### src/rtl/bus_control_unit.sv
// bus_control_unit: hardwired control sequencer for the single-bus CPU datapath.
// Fetches an instruction, then steps through the execute sequence for its opcode,
// driving bus-out selects, register load enables, ALU op and memory strobes.
// Optional macro RETIRE_CNT_EN adds a 32-bit retired-instruction counter output.
module bus_control_unit #(
   parameter int unsigned MEM_WAIT_MAX = 15
) (
   input  logic        clock,
   input  logic        clear,
   input  logic [31:0] IR,
   input  logic        mem_ready,
   output logic        PCout,
   output logic        ZHIout,
   output logic        ZLOout,
   output logic        MDRout,
   output logic        Cout,
   output logic        Rout,
   output logic        BAout,
   output logic        PCin,
   output logic        MARin,
   output logic        MDRin,
   output logic        IRin,
   output logic        Yin,
   output logic        Zlowin,
   output logic        Zhighin,
   output logic        HIin,
   output logic        LOin,
   output logic        Rin,
   output logic        Gra,
   output logic        Grb,
   output logic        Grc,
   output logic        IncPC,
   output logic        read,
   output logic        write,
   output logic [4:0]  operation,
   output logic        halted,
   output logic        illegal
`ifdef RETIRE_CNT_EN
   ,
   output logic [31:0] retire_count
`endif
);

   localparam int unsigned CNT_W = 32;

   typedef enum logic [3:0] {
      S_F0, S_F1, S_F2, S_F3, S_E0, S_E1, S_E2, S_E3, S_E4, S_HALT
   } state_t;

   state_t             state_q, state_d;
   logic [CNT_W-1:0]   wait_cnt_q, wait_cnt_d;
   logic               illegal_q, ill_set;

   logic [4:0] opc, alu_op;
   logic       is_ld, is_ldi, is_st, is_reg, is_imm, is_md, is_nn;
   logic       is_nop, is_halt, is_legal;
   logic       in_wait, timeout;
   logic       unused_ir;

   assign opc       = IR[31:27];
   assign unused_ir = ^IR[26:0];

   // Opcode class decode and ALU code mapping
   always_comb begin
      is_ld    = (opc == 5'b00000);
      is_ldi   = (opc == 5'b00001);
      is_st    = (opc == 5'b00010);
      is_reg   = (opc >= 5'b00011) && (opc <= 5'b01010);
      is_imm   = (opc >= 5'b01011) && (opc <= 5'b01101);
      is_md    = (opc == 5'b01110) || (opc == 5'b01111);
      is_nn    = (opc == 5'b10000) || (opc == 5'b10001);
      is_nop   = (opc == 5'b11000);
      is_halt  = (opc == 5'b11001);
      is_legal = (opc <= 5'b10001) || is_nop || is_halt;
      case (opc)
         5'b00000, 5'b00001, 5'b00010, 5'b01011: alu_op = 5'b00011;
         5'b01100:                               alu_op = 5'b00100;
         5'b01101:                               alu_op = 5'b00110;
         default:                                alu_op = opc;
      endcase
   end

   // Memory wait states and the timeout condition (limit cycle with ready=1 completes)
   assign in_wait = (state_q == S_F2) || ((state_q == S_E3) && is_ld) ||
                    ((state_q == S_E4) && is_st);
   assign timeout = in_wait && !mem_ready && (MEM_WAIT_MAX != 0) &&
                    ((wait_cnt_q + CNT_W'(1)) == CNT_W'(MEM_WAIT_MAX));

   // State register plus wait counter and sticky illegal flag
   always_ff @(posedge clock or negedge clear) begin
      if (!clear) begin
         state_q    <= S_F0;
         wait_cnt_q <= '0;
         illegal_q  <= 1'b0;
      end else begin
         state_q    <= state_d;
         wait_cnt_q <= wait_cnt_d;
         illegal_q  <= illegal_q | ill_set;
      end
   end

   // Next-state sequencing per opcode class
   always_comb begin
      state_d = state_q;
      ill_set = 1'b0;
      if (timeout) begin
         state_d = S_HALT;
         ill_set = 1'b1;
      end else begin
         case (state_q)
            S_F0:   state_d = S_F1;
            S_F1:   state_d = S_F2;
            S_F2:   state_d = mem_ready ? S_F3 : S_F2;
            S_F3: begin
               if (is_nop)         state_d = S_F0;
               else if (is_halt)   state_d = S_HALT;
               else if (!is_legal) begin
                  state_d = S_HALT;
                  ill_set = 1'b1;
               end else            state_d = S_E0;
            end
            S_E0:   state_d = S_E1;
            S_E1:   state_d = is_nn ? S_F0 : S_E2;
            S_E2:   state_d = (is_reg || is_imm || is_ldi) ? S_F0 : S_E3;
            S_E3: begin
               if (is_md)      state_d = S_F0;
               else if (is_ld) state_d = mem_ready ? S_E4 : S_E3;
               else            state_d = S_E4;
            end
            S_E4: begin
               if (is_ld) state_d = S_F0;
               else       state_d = mem_ready ? S_F0 : S_E4;
            end
            S_HALT: state_d = S_HALT;
            default: state_d = S_F0;
         endcase
      end
      wait_cnt_d = (in_wait && (state_d == state_q)) ? wait_cnt_q + CNT_W'(1) : '0;
   end

   // Moore output decode from state and IR; everything forced low while clear is held
   always_comb begin
      {PCout, ZHIout, ZLOout, MDRout, Cout, Rout, BAout} = '0;
      {PCin, MARin, MDRin, IRin, Yin, Zlowin, Zhighin, HIin, LOin, Rin} = '0;
      {Gra, Grb, Grc, IncPC, read, write} = '0;
      operation = 5'b00000;
      halted    = 1'b0;
      illegal   = 1'b0;
      if (clear) begin
         case (state_q)
            S_F0: begin PCout = 1'b1; MARin = 1'b1; IncPC = 1'b1; Zlowin = 1'b1; end
            S_F1: begin ZLOout = 1'b1; PCin = 1'b1; end
            S_F2: begin read = 1'b1; MDRin = 1'b1; end
            S_F3: begin MDRout = 1'b1; IRin = 1'b1; end
            S_E0: begin
               if (is_nn) begin
                  Grb = 1'b1; Rout = 1'b1; operation = alu_op; Zlowin = 1'b1;
               end else if (is_md) begin
                  Gra = 1'b1; Rout = 1'b1; Yin = 1'b1;
               end else if (is_ld || is_ldi || is_st) begin
                  Grb = 1'b1; BAout = 1'b1; Yin = 1'b1;
               end else begin
                  Grb = 1'b1; Rout = 1'b1; Yin = 1'b1;
               end
            end
            S_E1: begin
               if (is_nn) begin
                  ZLOout = 1'b1; Gra = 1'b1; Rin = 1'b1;
               end else if (is_md) begin
                  Grb = 1'b1; Rout = 1'b1; operation = alu_op;
                  Zlowin = 1'b1; Zhighin = 1'b1;
               end else if (is_reg) begin
                  Grc = 1'b1; Rout = 1'b1; operation = alu_op; Zlowin = 1'b1;
               end else begin
                  Cout = 1'b1; operation = alu_op; Zlowin = 1'b1;
               end
            end
            S_E2: begin
               ZLOout = 1'b1;
               if (is_md)               LOin = 1'b1;
               else if (is_ld || is_st) MARin = 1'b1;
               else begin Gra = 1'b1; Rin = 1'b1; end
            end
            S_E3: begin
               if (is_md)      begin ZHIout = 1'b1; HIin = 1'b1; end
               else if (is_ld) begin read = 1'b1; MDRin = 1'b1; end
               else            begin Gra = 1'b1; Rout = 1'b1; MDRin = 1'b1; end
            end
            S_E4: begin
               if (is_ld) begin MDRout = 1'b1; Gra = 1'b1; Rin = 1'b1; end
               else       write = 1'b1;
            end
            S_HALT: begin
               halted  = 1'b1;
               illegal = illegal_q;
            end
            default: ;
         endcase
      end
   end

`ifdef RETIRE_CNT_EN
   logic [31:0] retire_q;

   // Count instructions completing into F0; halt paths never reach F0
   always_ff @(posedge clock or negedge clear) begin
      if (!clear)                 retire_q <= '0;
      else if (state_d == S_F0)   retire_q <= retire_q + 32'd1;
   end

   assign retire_count = retire_q;
`endif

endmodule

### config.mk
export PLATFORM = sky130hd
export DESIGN_NAME = bus_control_unit
export DESIGN_NICKNAME = d
export VERILOG_FILES = /design/src/rtl/bus_control_unit.sv
export SDC_FILE = /design/constraint.sdc
export NUM_CORES = 1
export LEC_CHECK = 0
export ABC_AREA = 1
export CAP_MARGIN = 20
export CORE_MARGIN = 2
export CORE_UTILIZATION = 40
export CTS_BUF_LIST = sky130_fd_sc_hd__clkbuf_4
export DETAILED_ROUTE_END_ITERATION = 16
export PLACE_DENSITY_LB_ADDON = 0.2
export SLEW_MARGIN = 20
export SYNTH_ARGS = -nofsm -noshare
export SYNTH_HDL_FRONTEND = slang
export SYNTH_SLANG_ARGS = --single-unit
### constraint.sdc
create_clock -name clock -period 6.5 [get_ports clock]
set_input_delay 1.3 -clock clock [delete_from_list [all_inputs] [get_ports clock]]
set_output_delay 1.3 -clock clock [all_outputs]
set_load 0.01 [all_outputs]
==> summary.md, run 1 <==
| Metric | Value |
|---|---|
| Post-CTS Setup Inserts | `0` |
| DRC errors left | `0` |
| Final period util | `77.20%` |
| Clock Latency Late Sink | `0.34 ns` |
| WL final | `7661 µm` |
| Row Count | `32` |
| IO buf count | `37` |
| Die area | `0.008533 mm²` |
| Post-synth cell types | `37` |
| Power Total | `0.0006856 W` |
| Register area | `925.9 µm²` |
| H-tree depth | `2` |
| Post-synth EDFFs | `0` |
| Final GP Congestion | `0.9860` |
| Peak Freq | `0.1993 GHz` |
| CP Launch Point | `IR[28]` |
| Cell taking the most area after synthesis | `dfrtp_1` |
| Final Hold Vio Count | `0` |
| # IOs | `65` |
| Ant. Diodes | `0` |
| Crit path arrival time | `3.72 ns` |
| Synth top area cells | `dfrtp_1, nand2_1, nor2_1, inv_1, nor2_2` |
| Syn_area_per_cell | `6.261 µm²` |
| GRT Util Overall | `19.50%` |
| Cell Area, Synth | `0.003124 mm²` |
| Worst Hold Depth | `2` |
| CTS tree | `built` |
| CTS sink cnt | `37` |
| Initial antenna violation count | `0` |
| Setup TNS | `0 ns` |
| Final instance area | `0.003596 mm²` |
| Min-delay src | `illegal_q` |
| Drt wl/cell | `11.97 µm` |
| Antenna viol nets, final | `0` |
| Crit path cell chain | `clkdlybuf4s50_1, inv_1, nand3_1, inv_1, nor2_1, inv_1, nand2_1, nand2_1, a2111oi_0, clkdlybuf4s50_1` |
| Commonest non-fill, non-tap cell in the layout | `nand2_1` |
| Max transition margin | `66.23%` |
| WHS Endpoint | `illegal_q` |
| Die width | `92.38 µm` |
| Most frequent cells in the layout | `nand2_1, nor2_1, inv_1` |
| FF+latch count, synth | `37` |
| # fillers | `807` |
| Yosys warnings | `0` |
| Post-CTS resize count | `0` |
| Setup crit end kind | `output port` |
| Post-DP HPWL | `6025 µm` |
| Least-Margin Pin Slew | `0.4937 ns` |
| Reg-to-Reg Start | `wait_cnt_q[1]` |
| Fin crit period | `5.018 ns` |
| P&R area growth vs syn | `15.10%` |
| Top-area cell type share of the netlist area | `29.64%` |
| IR drop worst, VDD | `0.0001357 V` |
| Root buffer cell | `clkbuf_4` |
| Max-cap violations | `0` |
| Cell Area, Placed | `0.003541 mm²` |
| Worst Hold Class | `register to register` |
| Largest net degree at the start of global routing | `33` |
| Layout net count | `574` |
| Core outline area | `0.007647 mm²` |
| Pre-Repair DR Iteration Count | `4` |
| CTS Hold Bufs | `0` |
| Final slew viol count | `0` |
| First-pass GRT wire length | `13,320 µm` |
| Total grt overflow | `0` |
| Type of the worst setup path | `input port to output port` |
| DR vias | `3,040` |
| R2R setup slack | `3.68 ns` |
| Post-Syn Nets | `536` |
| Via/cell ratio | `4.750` |
| Layout cells sized above 1 | `11.15%` |
| Status | `completed` |
| Initial DRC count | `130` |
| Post-synthesis cell count | `499` |
| Worst reg2reg path endpoint | `wait_cnt_q[0]` |
| Crit Path Max Fanout | `6` |
| Seq/Total Area, Yosys | `29.64%` |
| Ys async rst share | `100.0%` |
| Longest Clk Path Bufs | `2` |
| Clk_skew | `0.01583 ns` |
| Reg2reg path depth | `18` |
| Pwr per Cell Area | `190.7 mW/mm²` |
| Reg clk slew, reported paths | `0.11 ns` |
| RSZ-0062 raised after global routing | `false` |
| Vias in the first global route | `3,030` |
| Area of the multi-input gates | `0.001799 mm²` |
| Critical path launch point type | `input port` |
| CTS Buf Count | `5` |
| Starting density of the core | `40.85%` |
| Setup Viol. Count Final | `0` |
| Ys flop type | `dfrtp_1` |
| Die height | `92.38 µm` |
| Critical path's slowest cell | `clkdlybuf4s50_1` |
| Max stage delay on crit path | `0.62 ns` |
| Top cell by count, worst path | `inv_1` |
| LEAKAGE | `1.585 nW` |
| Req. time, crit path | `5.20 ns` |
==> worst max path at each step <==
| stage | depth (start not counted) | endpoint | slack (ns) |
|---|---|---|---|
| 6_report | 10 | operation[3] | 1.48 |
| 5_1_grt | 10 | operation[3] | 1.28 |
| 4_1_cts | 10 | operation[3] | 1.48 |
| 3_5_place_dp | 10 | operation[3] | 1.51 |
| 3_3_place_gp | 10 | operation[3] | 1.48 |
| 2_1_floorplan | 8 | operation[3] | 2.60 |
==> cells by family after synthesis <==
logic type	count (synthesis)	synth area share (%)
compound gates	29	6.168
xor+xnor	3	0.8412
buf+inv	91	12.77
simple gates	337	49.78
flops	37	29.64
fa+ha+maj	2	0.8008
==> stage by stage <==
step	worst slack [ns]	instances	util (%)	hold WS [ns]
global placement	1.475	632	46.30	0.4637
global route	1.275	640	47.02	0.5264
detailed placement	1.508	632	46.30	0.4696
finish	1.482	640	47.02	0.4883
floorplan	2.595	499	-	0.4388
CTS	1.477	640	47.02	0.4987
==> sequential cells by signal, indices dropped and copies added (netlist names) <==
| signal | flops |
|---|---|
| illegal_q | 1 |
| state_q | 4 |
| wait_cnt_q | 32 |
==> worst max-delay path: cells and delay by family <==
kind | cells | cell delay, ns
AND/OR/NAND/NOR | 4 | 0.53
AO/OA/AOI/OAI | 1 | 0.35
buffers and inverters | 5 | 1.53
==> cell type report <==
type                    instances  share of cell area, %
clock buffers                   6                  1.253
multi-input cells             371                  50.03
flip-flops and latches         37                  25.75
well taps                     102                  3.549
repair buffers                 38                  10.37
inverters                      84                  8.768
clock inverters                 2                 0.2784
==> metal layers <==
metal	GRT usage (%)	wire [µm]
met5	0	0
met4	6.716	144
met3	3.906	352
met2	33.39	3581
met1	24.43	3582
==> power by group <==
group          leakage [nW]  switching, W  total, W  internal (W)
logic                  1.04      0.000198  0.000303      0.000105
clock network        0.0354     0.0000777  0.000123     0.0000455
registers             0.507     0.0000141  0.000259      0.000245
total                  1.59      0.000290  0.000686      0.000396
==> synthesized netlist by cell type, drive strengths merged, types with 2 or more instances <==
| master | number |
|---|---|
| a211oi | 3 |
| and2 | 3 |
| inv | 83 |
| buf | 6 |
| nor3 | 8 |
| nand4 | 5 |
| o22ai | 3 |
| o21ai | 5 |
| nor2 | 129 |
| nand2 | 155 |
| a2111oi | 2 |
| nand3 | 25 |
| xor2 | 2 |
| dfrtp | 37 |
| ha | 2 |
| nand3b | 11 |
| a21oi | 10 |
(Power assumes the default switching activity.)
==> run 2, diff against run 1 <==
Clock period 6.5 ns to 4.3 ns, I/O delays scaled along.
==> summary.md, run 2 (synthesis gave the netlist of run 1 again) <==
| Metric | Value |
|---|---|
| WL final | `7645 µm (-0.21%)` |
| Starting density of the core | `40.85% (unchanged)` |
| Setup TNS | `0 ns (unchanged)` |
| First-pass GRT wire length | `13,290 µm (-0.26%)` |
| Final Hold Vio Count | `0 (unchanged)` |
| Root buffer cell | `clkbuf_4` |
| Crit Path Max Fanout | `5 (-1)` |
| Worst Hold Class | `input port to async pin` |
| Core outline area | `0.007647 mm² (unchanged)` |
| Row Count | `32 (unchanged)` |
| Ant. Diodes | `0 (unchanged)` |
| Reg2reg path depth | `18 (unchanged)` |
| Largest regs | `wait_cnt_q: 32 flops, state_q: 4 flops, illegal_q: 1 flops` |
| Final GP Congestion | `0.9785 (-0.76%)` |
| Setup crit end kind | `output port` |
| Layout cells sized above 1 | `11.81% (+0.66 points)` |
| Reg with most FFs | `wait_cnt_q` |
| Commonest non-fill, non-tap cell in the layout | `nand2_1` |
| Post-CTS resize count | `0 (unchanged)` |
| Total grt overflow | `0 (unchanged)` |
| Die width | `92.38 µm (unchanged)` |
| Req. time, crit path | `3.44 ns (-1.76 ns)` |
| Clock Latency Late Sink | `0.35 ns (about the same)` |
| Drt wl/cell | `11.87 µm (-0.83%)` |
| Initial antenna violation count | `0 (unchanged)` |
| P&R area growth vs syn | `17.58%` |
| Status | `completed` |
| Pre-Repair DR Iteration Count | `5 (+1)` |
| Final core occ | `48.04% (+1.0 points)` |
| Setup Viol. Count Final | `0 (unchanged)` |
| Layout net count | `578 (+0.70%)` |
| Final period util | `93.20%` |
| Initial DRC count | `115 (-12%)` |
| LEAKAGE | `1.624 nW (+2.5%)` |
| DR vias | `3,038 (-0.066%)` |
| H-tree depth | `2 (unchanged)` |
| Largest net degree at the start of global routing | `33 (unchanged)` |
| Peak Freq | `0.2495 GHz` |
| Area of the multi-input gates | `0.001799 mm² (unchanged)` |
| CTS tree | `built` |
| IR drop worst, VDD | `0.0002214 V (+63%)` |
| Dpl cells | `636 (+0.63%)` |
| Cell Area, Placed | `0.003571 mm² (+0.85%)` |
| Antenna viol nets, final | `0 (unchanged)` |
| Final instance area | `0.003674 mm² (+2.2%)` |
| Post-CTS Setup Inserts | `0 (unchanged)` |
| Max-cap violations | `0 (unchanged)` |
| Reg clk slew, reported paths | `0.12 ns (about the same)` |
| Pwr per Cell Area | `312.1 mW/mm² (+64%)` |
| Longest Clk Path Bufs | `2 (unchanged)` |
| Post-Place Setup Slack | `0.3571 ns (-1.151 ns)` |
| CTS Buf Count | `5 (unchanged)` |
| Max reg flops | `32 (unchanged)` |
| Post-DP HPWL | `6083 µm (+0.97%)` |
| Crit path arrival time | `3.15 ns (-0.57 ns)` |
| # fillers | `804 (-0.37%)` |
| Max transition margin | `66.30% (+0.067 points)` |
| Register area | `925.9 µm² (unchanged)` |
| Vias in the first global route | `3,001 (-0.96%)` |
| GRT Util Overall | `19.41% (-0.086 points)` |
| Post-Layout Cell Count | `644 (+0.63%)` |
| Via/cell ratio | `4.717 (-0.69%)` |
| Final slew viol count | `0 (unchanged)` |
| Most frequent cells in the layout | `nand2_1, nor2_1, inv_1` |
| Critical path launch point type | `input port` |
| Final worst slack | `0.2923 ns (-1.190 ns)` |
| RSZ-0062 raised after global routing | `false` |
| CTS sink cnt | `37 (unchanged)` |
| CTS Hold Bufs | `0 (unchanged)` |
| IO buf count | `37 (unchanged)` |
| Die area | `0.008533 mm² (unchanged)` |
| # IOs | `65 (unchanged)` |
| Least-Margin Pin Slew | `0.4927 ns (-0.0009831 ns)` |
| Type of the worst setup path | `input port to output port` |
| Die height | `92.38 µm (unchanged)` |
| DRC errors left | `0 (unchanged)` |
| Fin crit period | `4.008 ns` |
| Clk_skew | `0.004947 ns (-0.01088 ns)` |
## run 2: cell count changes in the layout (fill, tap and decap cells not counted), sizes merged
cell | previous run | this run
clkbuf | 6 | 5
buf | 2 | 6
bufinv | 0 | 2
clkinv | 3 | 2
## run 2: path summary, 6_finish.rpt
path	startpoint	to	slack (ns)
setup / recovery	IR[29]	operation[3]	0.29
hold / removal	clear	illegal_q	0.35
setup reg to reg	wait_cnt_q[1]	wait_cnt_q[23]	1.49
hold reg to reg	illegal_q	illegal_q	0.49
max in group asynchronous	clear	wait_cnt_q[30]	3.40
min in group clock	illegal_q	illegal_q	0.49
## run 2: final cells by class
type	instances	share of cell area (%)
clock buffer	5	1.022
tap	102	3.474
clock inverter	3	1.771
multi-input combinational	371	48.98
inverter	84	8.583
timing repair buffer	42	10.97
sequential	37	25.20
## run 2: critical path, stage by stage
cell and delay, ns:
clkdlybuf4s50_1 0.55, nor2_1 0.10, nand3_1 0.11, inv_1 0.09, nor2_1 0.23, inv_1 0.10
nand2_1 0.06, nand2_1 0.11, a2111oi_0 0.31, clkdlybuf4s50_1 0.61
## run 2: stage by stage
stage	hold slack (ns)	power, W
3_3_place_gp	0.4631	0.0008529
4_1_cts	0.3303	0.001162
6_report	0.3475	0.001147
3_5_place_dp	0.4650	0.0008539
5_1_grt	0.3266	0.001233
2_1_floorplan	0.4388	0.0007577
## run 2: power breakdown
| part | internal, W | leakage (nW) | switching [W] | total (W) |
|---|---|---|---|---|
| clock network | 0.000180 | 0.0552 | 0.000121 | 0.000301 |
| logic | 0.000161 | 1.06 | 0.000293 | 0.000454 |
| registers | 0.000371 | 0.507 | 0.0000209 | 0.000392 |
## run 2: layer usage
layer	vias up	routed length, µm	track usage [%]
met5	-	0	0
met4	0	163	6.468
met3	14	352	3.824
met2	73	3484	33.15
met1	1343	3645	24.53
li1	1608	-	-
==> edit (flow settings as in run 2) <==
Re-encode `state_t` (10 states) as Gray code, 4 bits wide.
--- a/src/rtl/bus_control_unit.sv
+++ b/src/rtl/bus_control_unit.sv
@@ -46,3 +46,3 @@
    typedef enum logic [3:0] {
-      S_F0, S_F1, S_F2, S_F3, S_E0, S_E1, S_E2, S_E3, S_E4, S_HALT
+      S_F0 = 4'b0000, S_F1 = 4'b0001, S_F2 = 4'b0011, S_F3 = 4'b0010, S_E0 = 4'b0110, S_E1 = 4'b0111, S_E2 = 4'b0101, S_E3 = 4'b0100, S_E4 = 4'b1100, S_HALT = 4'b1101
    } state_t;
Check against the original RTL: same outputs for any inputs over 10 cycles, from zero or initial values; not proved beyond that.
==> edit against run 2 <==
Routed wire length grew 1.6%. Clock power shrank 40%. Count of clock-buffer cells in the layout grew 1. Worst setup slack gained 0.018 ns. Non-clock buffer count shrank 3. Area after synthesis shrank 1.3%. Sequential cell count is the same. Power shrank 8.2%. Hold slack gained 0.14 ns. Design area shrank 2.1%. Final cell count grew 0.47%. Critical endpoint is now operation[4].
==> edit: results (changes against run 2) <==
[run_status]
result_of_the_run=finished, final reports clean  ; unchanged

[pwr]
p_int_uw=620  ; was 712 uW
clockNetworkPower_uw=182  ; was 301 uW

[final_layout]
final.clkbuf_count=6  ; was 5
multi_input_gates=376  ; was 371
fillers=846  ; was 804
multi_input_combinational_area_share=0.494  ; was 0.490
signal_buffers=39  ; was 42
area.share.sequential=0.258  ; was 0.252

[logic_synthesis]
largest_cells_by_area_after_synthesis=sky130_fd_sc_hd__dfrtp_1 (30%), sky130_fd_sc_hd__nand2_1 (18%), sky130_fd_sc_hd__nor2_1 (11%)  ; unchanged
yosysSeqAreaShare=0.300  ; was 0.296
synth_commonest_cells=sky130_fd_sc_hd__nand2_1 (148), sky130_fd_sc_hd__nor2_1 (92), sky130_fd_sc_hd__inv_1 (86), sky130_fd_sc_hd__dfrtp_1 (37), sky130_fd_sc_hd__nand3_1 (32)  ; was sky130_fd_sc_hd__nand2_1 (148), sky130_fd_sc_hd__nor2_1 (91), sky130_fd_sc_hd__inv_1 (82), sky130_fd_sc_hd__dfrtp_1 (37), sky130_fd_sc_hd__nor2_2 (33)
synth.net_count=544  ; was 536

[timing]
holdWs_ns=0.491  ; was 0.347 ns
worst-slew-pin-transition_ns=0.551  ; was 0.493 ns

[global_routing]
grt_util_all_layers=0.193  ; was 0.194
global_route_wire_length_before_repair_mm=13.4  ; was 13.3 mm
met1_usage=0.262  ; was 0.245
grt_start_max_net_pins=38  ; was 33

[placement]
placement.cell_area_mm2=0.00354  ; was 0.00357 mm^2
detailed_place_hpwl_mm=6.20  ; was 6.08 mm

[min_path]
min-delay-path-class=reg -> reg  ; was in -> async

[worst_setup_path]
reg2reg_to=wait_cnt_q[0]  ; was wait_cnt_q[23]
critPathCapture=operation[4]  ; was operation[3]

[routing]
drt_pass1_iterations=4  ; was 5

-- edit: changes by cell type after synthesis, moves of 5 or more --
cell                              run 2  this run
sky130_fd_sc_hd__nand3_1             22        32
sky130_fd_sc_hd__nor2_2              33        25
sky130_fd_sc_hd__nor3_1               8        16
sky130_fd_sc_hd__nand3b_1            11         4
sky130_fd_sc_hd__o21ai_0              5        10
-- edit: layer usage --
layer	wire [um]	share of wire
met2	3590	0.46
met4	115	0.015
met5	0	0
met1	3750	0.48
met3	310	0.040
-- edit: kinds of logic (layout without fill, tap and decap cells) --
| group | Yosys count | after routing | share of synthesized area |
|---|---|---|---|
| AND/OR/NAND/NOR | 342 | 342 | 0.497 |
| buffers and inverters | 94 | 132 | 0.125 |
| flip-flops | 37 | 37 | 0.300 |
| AO/OA/AOI/OAI | 26 | 26 | 0.0503 |
| XOR/XNOR | 6 | 6 | 0.0195 |
| adder cells (fa/ha/maj) | 2 | 2 | 0.00811 |
